===== config.mk =====
export PLATFORM = sky130hd
export DESIGN_NAME = regfile_2w2r_sb
export DESIGN_NICKNAME = d
export VERILOG_FILES = /design/src/rtl/regfile_2w2r_sb.sv
export SDC_FILE = /design/constraint.sdc
export NUM_CORES = 2
export LEC_CHECK = 0
export ABC_AREA = 0
export CAP_MARGIN = 30
export CORE_MARGIN = 2
export CORE_UTILIZATION = 55
export DETAILED_ROUTE_END_ITERATION = 8
export PLACE_DENSITY = 0.81
export SLEW_MARGIN = 20
export SYNTH_ARGS = -nofsm -noshare
export SYNTH_HDL_FRONTEND = slang
export SYNTH_SLANG_ARGS = --single-unit

===== constraint.sdc =====
create_clock -name clk -period 73.8 [get_ports clk]
set_input_delay 7.38 -clock clk [delete_from_list [all_inputs] [get_ports clk]]
set_output_delay 7.38 -clock clk [all_outputs]
set_load 0.01 [all_outputs]

===== src/rtl/regfile_2w2r_sb.sv =====
// -----------------------------------------------------------------------------
// regfile_2w2r_sb
//
// Register file with two write ports, two combinational read ports and a
// per-register busy scoreboard for RAW hazard detection in the ID stage.
//
// Write port 0 carries EX/MEM writeback and write port 1 carries load/MUL
// writeback. When both ports target the same register in one cycle, port 1
// wins. Reads can optionally forward same-cycle write data (BYPASS). Register 0
// can optionally be hardwired to zero (ZERO_REG).
//
// Ports
//   clk          rising-edge clock
//   rst          asynchronous active-high reset (clears array and scoreboard)
//   we0/waddr0/wdata0   write port 0 (lower priority)
//   we1/waddr1/wdata1   write port 1 (higher priority)
//   raddr_a/rdata_a     read port A (Rs), combinational
//   raddr_b/rdata_b     read port B (Rt), combinational
//   issue_valid/issue_addr  marks a destination register as having a
//                           pending producer
//   busy_a/busy_b       pending-producer flag for raddr_a/raddr_b
//   any_busy            OR of all registered busy bits
// -----------------------------------------------------------------------------
module regfile_2w2r_sb #(
    parameter int DATA_W   = 32,
    parameter int ADDR_W   = 5,
    parameter int ZERO_REG = 1,
    parameter int BYPASS   = 1
) (
    input  logic              clk,
    input  logic              rst,
    input  logic              we0,
    input  logic [ADDR_W-1:0] waddr0,
    input  logic [DATA_W-1:0] wdata0,
    input  logic              we1,
    input  logic [ADDR_W-1:0] waddr1,
    input  logic [DATA_W-1:0] wdata1,
    input  logic [ADDR_W-1:0] raddr_a,
    output logic [DATA_W-1:0] rdata_a,
    input  logic [ADDR_W-1:0] raddr_b,
    output logic [DATA_W-1:0] rdata_b,
    input  logic              issue_valid,
    input  logic [ADDR_W-1:0] issue_addr,
    output logic              busy_a,
    output logic              busy_b,
    output logic              any_busy
);

    localparam int   DEPTH = 1 << ADDR_W;
    localparam logic ZR    = (ZERO_REG != 0);
    localparam logic BP    = (BYPASS != 0);

    logic [DATA_W-1:0] mem [DEPTH];
    logic [DEPTH-1:0]  busy;
    logic [DEPTH-1:0]  busy_nxt;

    // Effective write enables: writes to the hardwired zero register are
    // dropped so that r0 never changes and never clears a busy bit it
    // could not have had.
    logic wr0_ok;
    logic wr1_ok;
    logic same_addr;

    always_comb begin
        wr0_ok    = we0 && !(ZR && (waddr0 == '0));
        wr1_ok    = we1 && !(ZR && (waddr1 == '0));
        same_addr = (waddr0 == waddr1);
    end

    // ---------------------------------------------------------------------
    // Storage array
    // ---------------------------------------------------------------------
    always_ff @(posedge clk or posedge rst) begin
        if (rst) begin
            for (int i = 0; i < DEPTH; i++) begin
                mem[i] <= '0;
            end
        end else begin
            // Port 0 is skipped on a collision so port 1 data is kept.
            if (wr0_ok && !(wr1_ok && same_addr)) begin
                mem[waddr0] <= wdata0;
            end
            if (wr1_ok) begin
                mem[waddr1] <= wdata1;
            end
        end
    end

    // ---------------------------------------------------------------------
    // Scoreboard next-state: set (issue) beats clear (writeback), because a
    // newly issued producer supersedes the one completing this cycle.
    // ---------------------------------------------------------------------
    always_comb begin
        busy_nxt = busy;
        for (int i = 0; i < DEPTH; i++) begin
            logic [ADDR_W-1:0] idx;
            logic              set_i;
            logic              clr_i;
            idx   = i[ADDR_W-1:0];
            set_i = issue_valid && (issue_addr == idx);
            clr_i = (we0 && (waddr0 == idx)) || (we1 && (waddr1 == idx));
            if (ZR && (i == 0)) begin
                busy_nxt[i] = 1'b0;
            end else if (set_i) begin
                busy_nxt[i] = 1'b1;
            end else if (clr_i) begin
                busy_nxt[i] = 1'b0;
            end
        end
    end

    always_ff @(posedge clk or posedge rst) begin
        if (rst) begin
            busy <= '0;
        end else begin
            busy <= busy_nxt;
        end
    end

    // ---------------------------------------------------------------------
    // Read ports
    // ---------------------------------------------------------------------
    logic hit0_a;
    logic hit1_a;
    logic hit0_b;
    logic hit1_b;

    always_comb begin
        hit0_a = we0 && (waddr0 == raddr_a);
        hit1_a = we1 && (waddr1 == raddr_a);
        hit0_b = we0 && (waddr0 == raddr_b);
        hit1_b = we1 && (waddr1 == raddr_b);
    end

    // Zero register first, then port 1 forward, then port 0 forward, then
    // stored value. Port 1 ahead of port 0 mirrors the write priority so a
    // forwarded value always equals what will be stored.
    always_comb begin
        if (ZR && (raddr_a == '0)) begin
            rdata_a = '0;
        end else if (BP && hit1_a) begin
            rdata_a = wdata1;
        end else if (BP && hit0_a) begin
            rdata_a = wdata0;
        end else begin
            rdata_a = mem[raddr_a];
        end
    end

    always_comb begin
        if (ZR && (raddr_b == '0)) begin
            rdata_b = '0;
        end else if (BP && hit1_b) begin
            rdata_b = wdata1;
        end else if (BP && hit0_b) begin
            rdata_b = wdata0;
        end else begin
            rdata_b = mem[raddr_b];
        end
    end

    // ---------------------------------------------------------------------
    // Busy outputs. A same-cycle writeback is forwarded when bypassing, so
    // the consumer need not stall for it.
    // ---------------------------------------------------------------------
    always_comb begin
        busy_a = busy[raddr_a];
        if (BP && (hit0_a || hit1_a)) begin
            busy_a = 1'b0;
        end
        if (ZR && (raddr_a == '0)) begin
            busy_a = 1'b0;
        end

        busy_b = busy[raddr_b];
        if (BP && (hit0_b || hit1_b)) begin
            busy_b = 1'b0;
        end
        if (ZR && (raddr_b == '0)) begin
            busy_b = 1'b0;
        end
    end

    // Drain status looks only at the registered vector.
    always_comb begin
        any_busy = |busy;
    end

endmodule


==> impl_results.md <==
* Cell Area, Synth at 68300 sq um
* Footprint of the multi-input gates at about 38000 sq um
* Post-Synth Simple-Gate Area at under 10%
* Antenna Nets Post-Route at 0
* DR iter-0 viols at 10400
* Max Fclk at 50.7 MHz
* Dpl hpwl at around 140000 um
* Clock Path Buffers at 3
* Setup Viol. Count Final at 0
* Initial antenna violation count at 10
* Htree depth at 3
* Vias in the first global route at about 58000
* Die area at 127000 sq um
* Cell count after synthesis at 6595
* Synth warn at 0
* Fin Clk Skew at 0 ps
* Avg Cell Area, Syn at 10.4 sq um
* Ys async rst share at 100%
* CTS buffer count at 110
* Die Span Y at 356 um
* Fin crit share at 26.7%
* Arrival time at the worst endpoint at 12350 ps
* Area grow syn2layout at 8.58%
* Lkg Pwr at between 30 and 40 nW
* Die Wd at roughly 360 um
* Routed vias at 59500
* Register area at 26400 sq um
* Worst-margin pin slew at 1190 ps
* Met2 usage at 57.1%
* Routed wire length at 262000 um
* TritonCTS clock tree: yes
* Worst rel slew slack at 20.6%
* Hold crit path type: reg -> reg
* Sequential fraction of the synthesis area at between 30 and 40%
* Buffers added on ports at 160
* Setup TNS at 0 ps
* EDFF count, synth at 0
* Crit end category: output port
* # IOs at 161
* # resized after CTS at 0
* Post-route DRC at 0
* GPL Wtd Cong at 0.912
* Largest net degree at the start of global routing at 181
* Slew Viols, Final at 0
* Synth Area in Compound Gates at 14.0%
* Critical path fanouts, max at 48
* Seq cells post-synth at 1055
* Worst-path clk slew at 60 ps
* Largest family of logic cells by synthesized area: multiplexers
* Row Count at 129
* Net Count, Synth at about 6700
* Initial Utilization at 55.3%
* Period minus WS final at approximately 20000 ps
* Layout cells sized above 1 at 14.4%
* Setup Fix Bufs, Post-CTS at 0
* CTS Sinks at 1055
* Non-filler cells, final at approximately 8000
* Layout Nets at 6324
* Top cell type's share of synthesized area at 38.6%
* Pwr/cell area at 26.2 nW/um^2
* Most common cell in the netlist: mux2i_1
* Hold-fix buffers, CTS at 0
* Congestion Overflow GR at 0
* Fill count at 9493
* Worst vdd ir at 0.0204 mV
* Dpl cells at 7727
* Setup CP Type: in -> out
* Core area at 123000 sq um
* RSZ-0062 raised after global routing: false
* Total global-route track usage at 40.9%
* Final Hold Fails at 0
* First-pass GRT wire length at between 300000 and 400000 um
* Max-cap viol count at 0
* Synth cell types at 62
* Proportion of synthesized area in mux cells at 32.2%
* Via/cell ratio at roughly 7.5
* WL per Instance at around 33 um
* Leading cell types by total area after synthesis: dfrtp_1 (39%), mux2i_1 (19%), mux4_2 (13%)
* Drt first pass iters at 9
* Dominant synthesized flop cell: dfrtp_1
* Worst Path Required at 66420 ps
* GR Layer Usage met3 at around 17%
* Root buffer cell: clkbuf_16
* GRT met1 Usage at 49.8%
* Status: completed
* Adder-cell area share of the yosys netlist at 0%
* XOR/XNOR Fraction of Synth Area at 0.342%
* Busiest grt layer: met2
* Most instantiated cells after synthesis: mux2i_1 (1283), dfrtp_1 (1055), nand2_1 (740)
* Largest area contributor in the netlist: dfrtp_1
* CP Launch Type: primary input
* Worst skew pair latency at 780 ps
metrics by stage:
stage | power [mW] | hold WS [ps] | setup WS [ps] | utilization [%] | area [sq um]
3_3_place_gp | 1.32 | 377 | 54200 | 56.2 | 69400
5_1_grt | 2.02 | 409 | 53880 | 60.1 | 74200
4_1_cts | 1.92 | 397 | 54140 | 59.5 | 73500
3_5_place_dp | 1.35 | 381 | 54140 | 56.6 | 69800
2_1_floorplan | 1.20 | 438 | 36720 | - | 68300
6_report | 1.95 | 396 | 54070 | 60.1 | 74200
per-layer routing:
layer | vias to the layer above | routed length [um]
met5 | - | 240
met4 | 10 | 27200
met1 | 28300 | 83300
met3 | 1880 | 44500
li1 | 23300 | -
met2 | 5940 | 107000
layout make-up:
type | count | share of cell area, %
multi-input combinational | 4648 | 51.0
tap | 1637 | 2.76
timing repair buffer | 378 | 5.48
clock buffer | 165 | 4.50
inverter | 37 | 0.197
clock inverter | 36 | 0.445
sequential | 1055 | 35.6
antenna | 7 | 0.0236
worst max-delay path: stages:
cell and delay (ps):
buf_8 420, buf_4 810, buf_4 820, buf_4 860, mux4_2 620, mux2i_1 180, nor2_1 70, a211oi_1 330
o32ai_1 170, clkdlybuf4s50_1 540
layout by cell type (no fill, tap or decap), types with 37 or more instances in the layout:
| cell | synthesis | final |
|---|---|---|
| buf_4 | 79 | 173 |
| nor2_1 | 512 | 491 |
| o32ai_1 | 62 | 62 |
| a211oi_1 | 39 | 38 |
| mux2i_1 | 1283 | 1283 |
| clkdlybuf4s50_1 | 0 | 150 |
| dfrtp_1 | 1055 | 1055 |
| o21ai_1 | 570 | 570 |
| nor3_1 | 39 | 37 |
| a22o_1 | 77 | 77 |
| mux4_2 | 404 | 404 |
| o221ai_1 | 61 | 61 |
| o22ai_1 | 64 | 64 |
| o21ai_0 | 40 | 40 |
| nand2_1 | 740 | 730 |
| a211o_1 | 61 | 61 |
| clkbuf_16 | 0 | 111 |
| a21oi_1 | 403 | 403 |
flip-flops by register name (all words and copies together), names as in the netlist:
name  cells
busy     31
mem    1024
path summary, 6_finish.rpt:
kind	start	endpoint	slack, ps	cells past startpoint
min in group asynchronous	rst	mem[170]	7150	2
worst min register to register	mem[1012]	mem[1012]	400	0
worst max-delay path	raddr_a[0]	rdata_a[24]	54070	10
max in group asynchronous	rst	mem[474]	63060	9
worst min-delay path	mem[1012]	mem[1012]	400	0
worst max register to register	mem[836]	mem[836]	72890	2
power breakdown:
| group | switching (mW) | internal, mW |
|---|---|---|
| Sequential | 0.125 | 0.728 |
| Combinational | 0.251 | 0.264 |
| Clock | 0.256 | 0.323 |
cell families (layout without fill, tap and decap cells):
| group | count (synthesis) | after routing |
|---|---|---|
| buffers and inverters | 892 | 616 |
| flip-flops | 1055 | 1055 |
| AND/OR/NAND/NOR | 1412 | 1412 |
| AO/OA/AOI/OAI | 1521 | 1521 |
| other | 0 | 7 |
| XOR/XNOR | 25 | 25 |
| multiplexers | 1690 | 1690 |
Note: power is estimated with default switching activity, not from simulation.
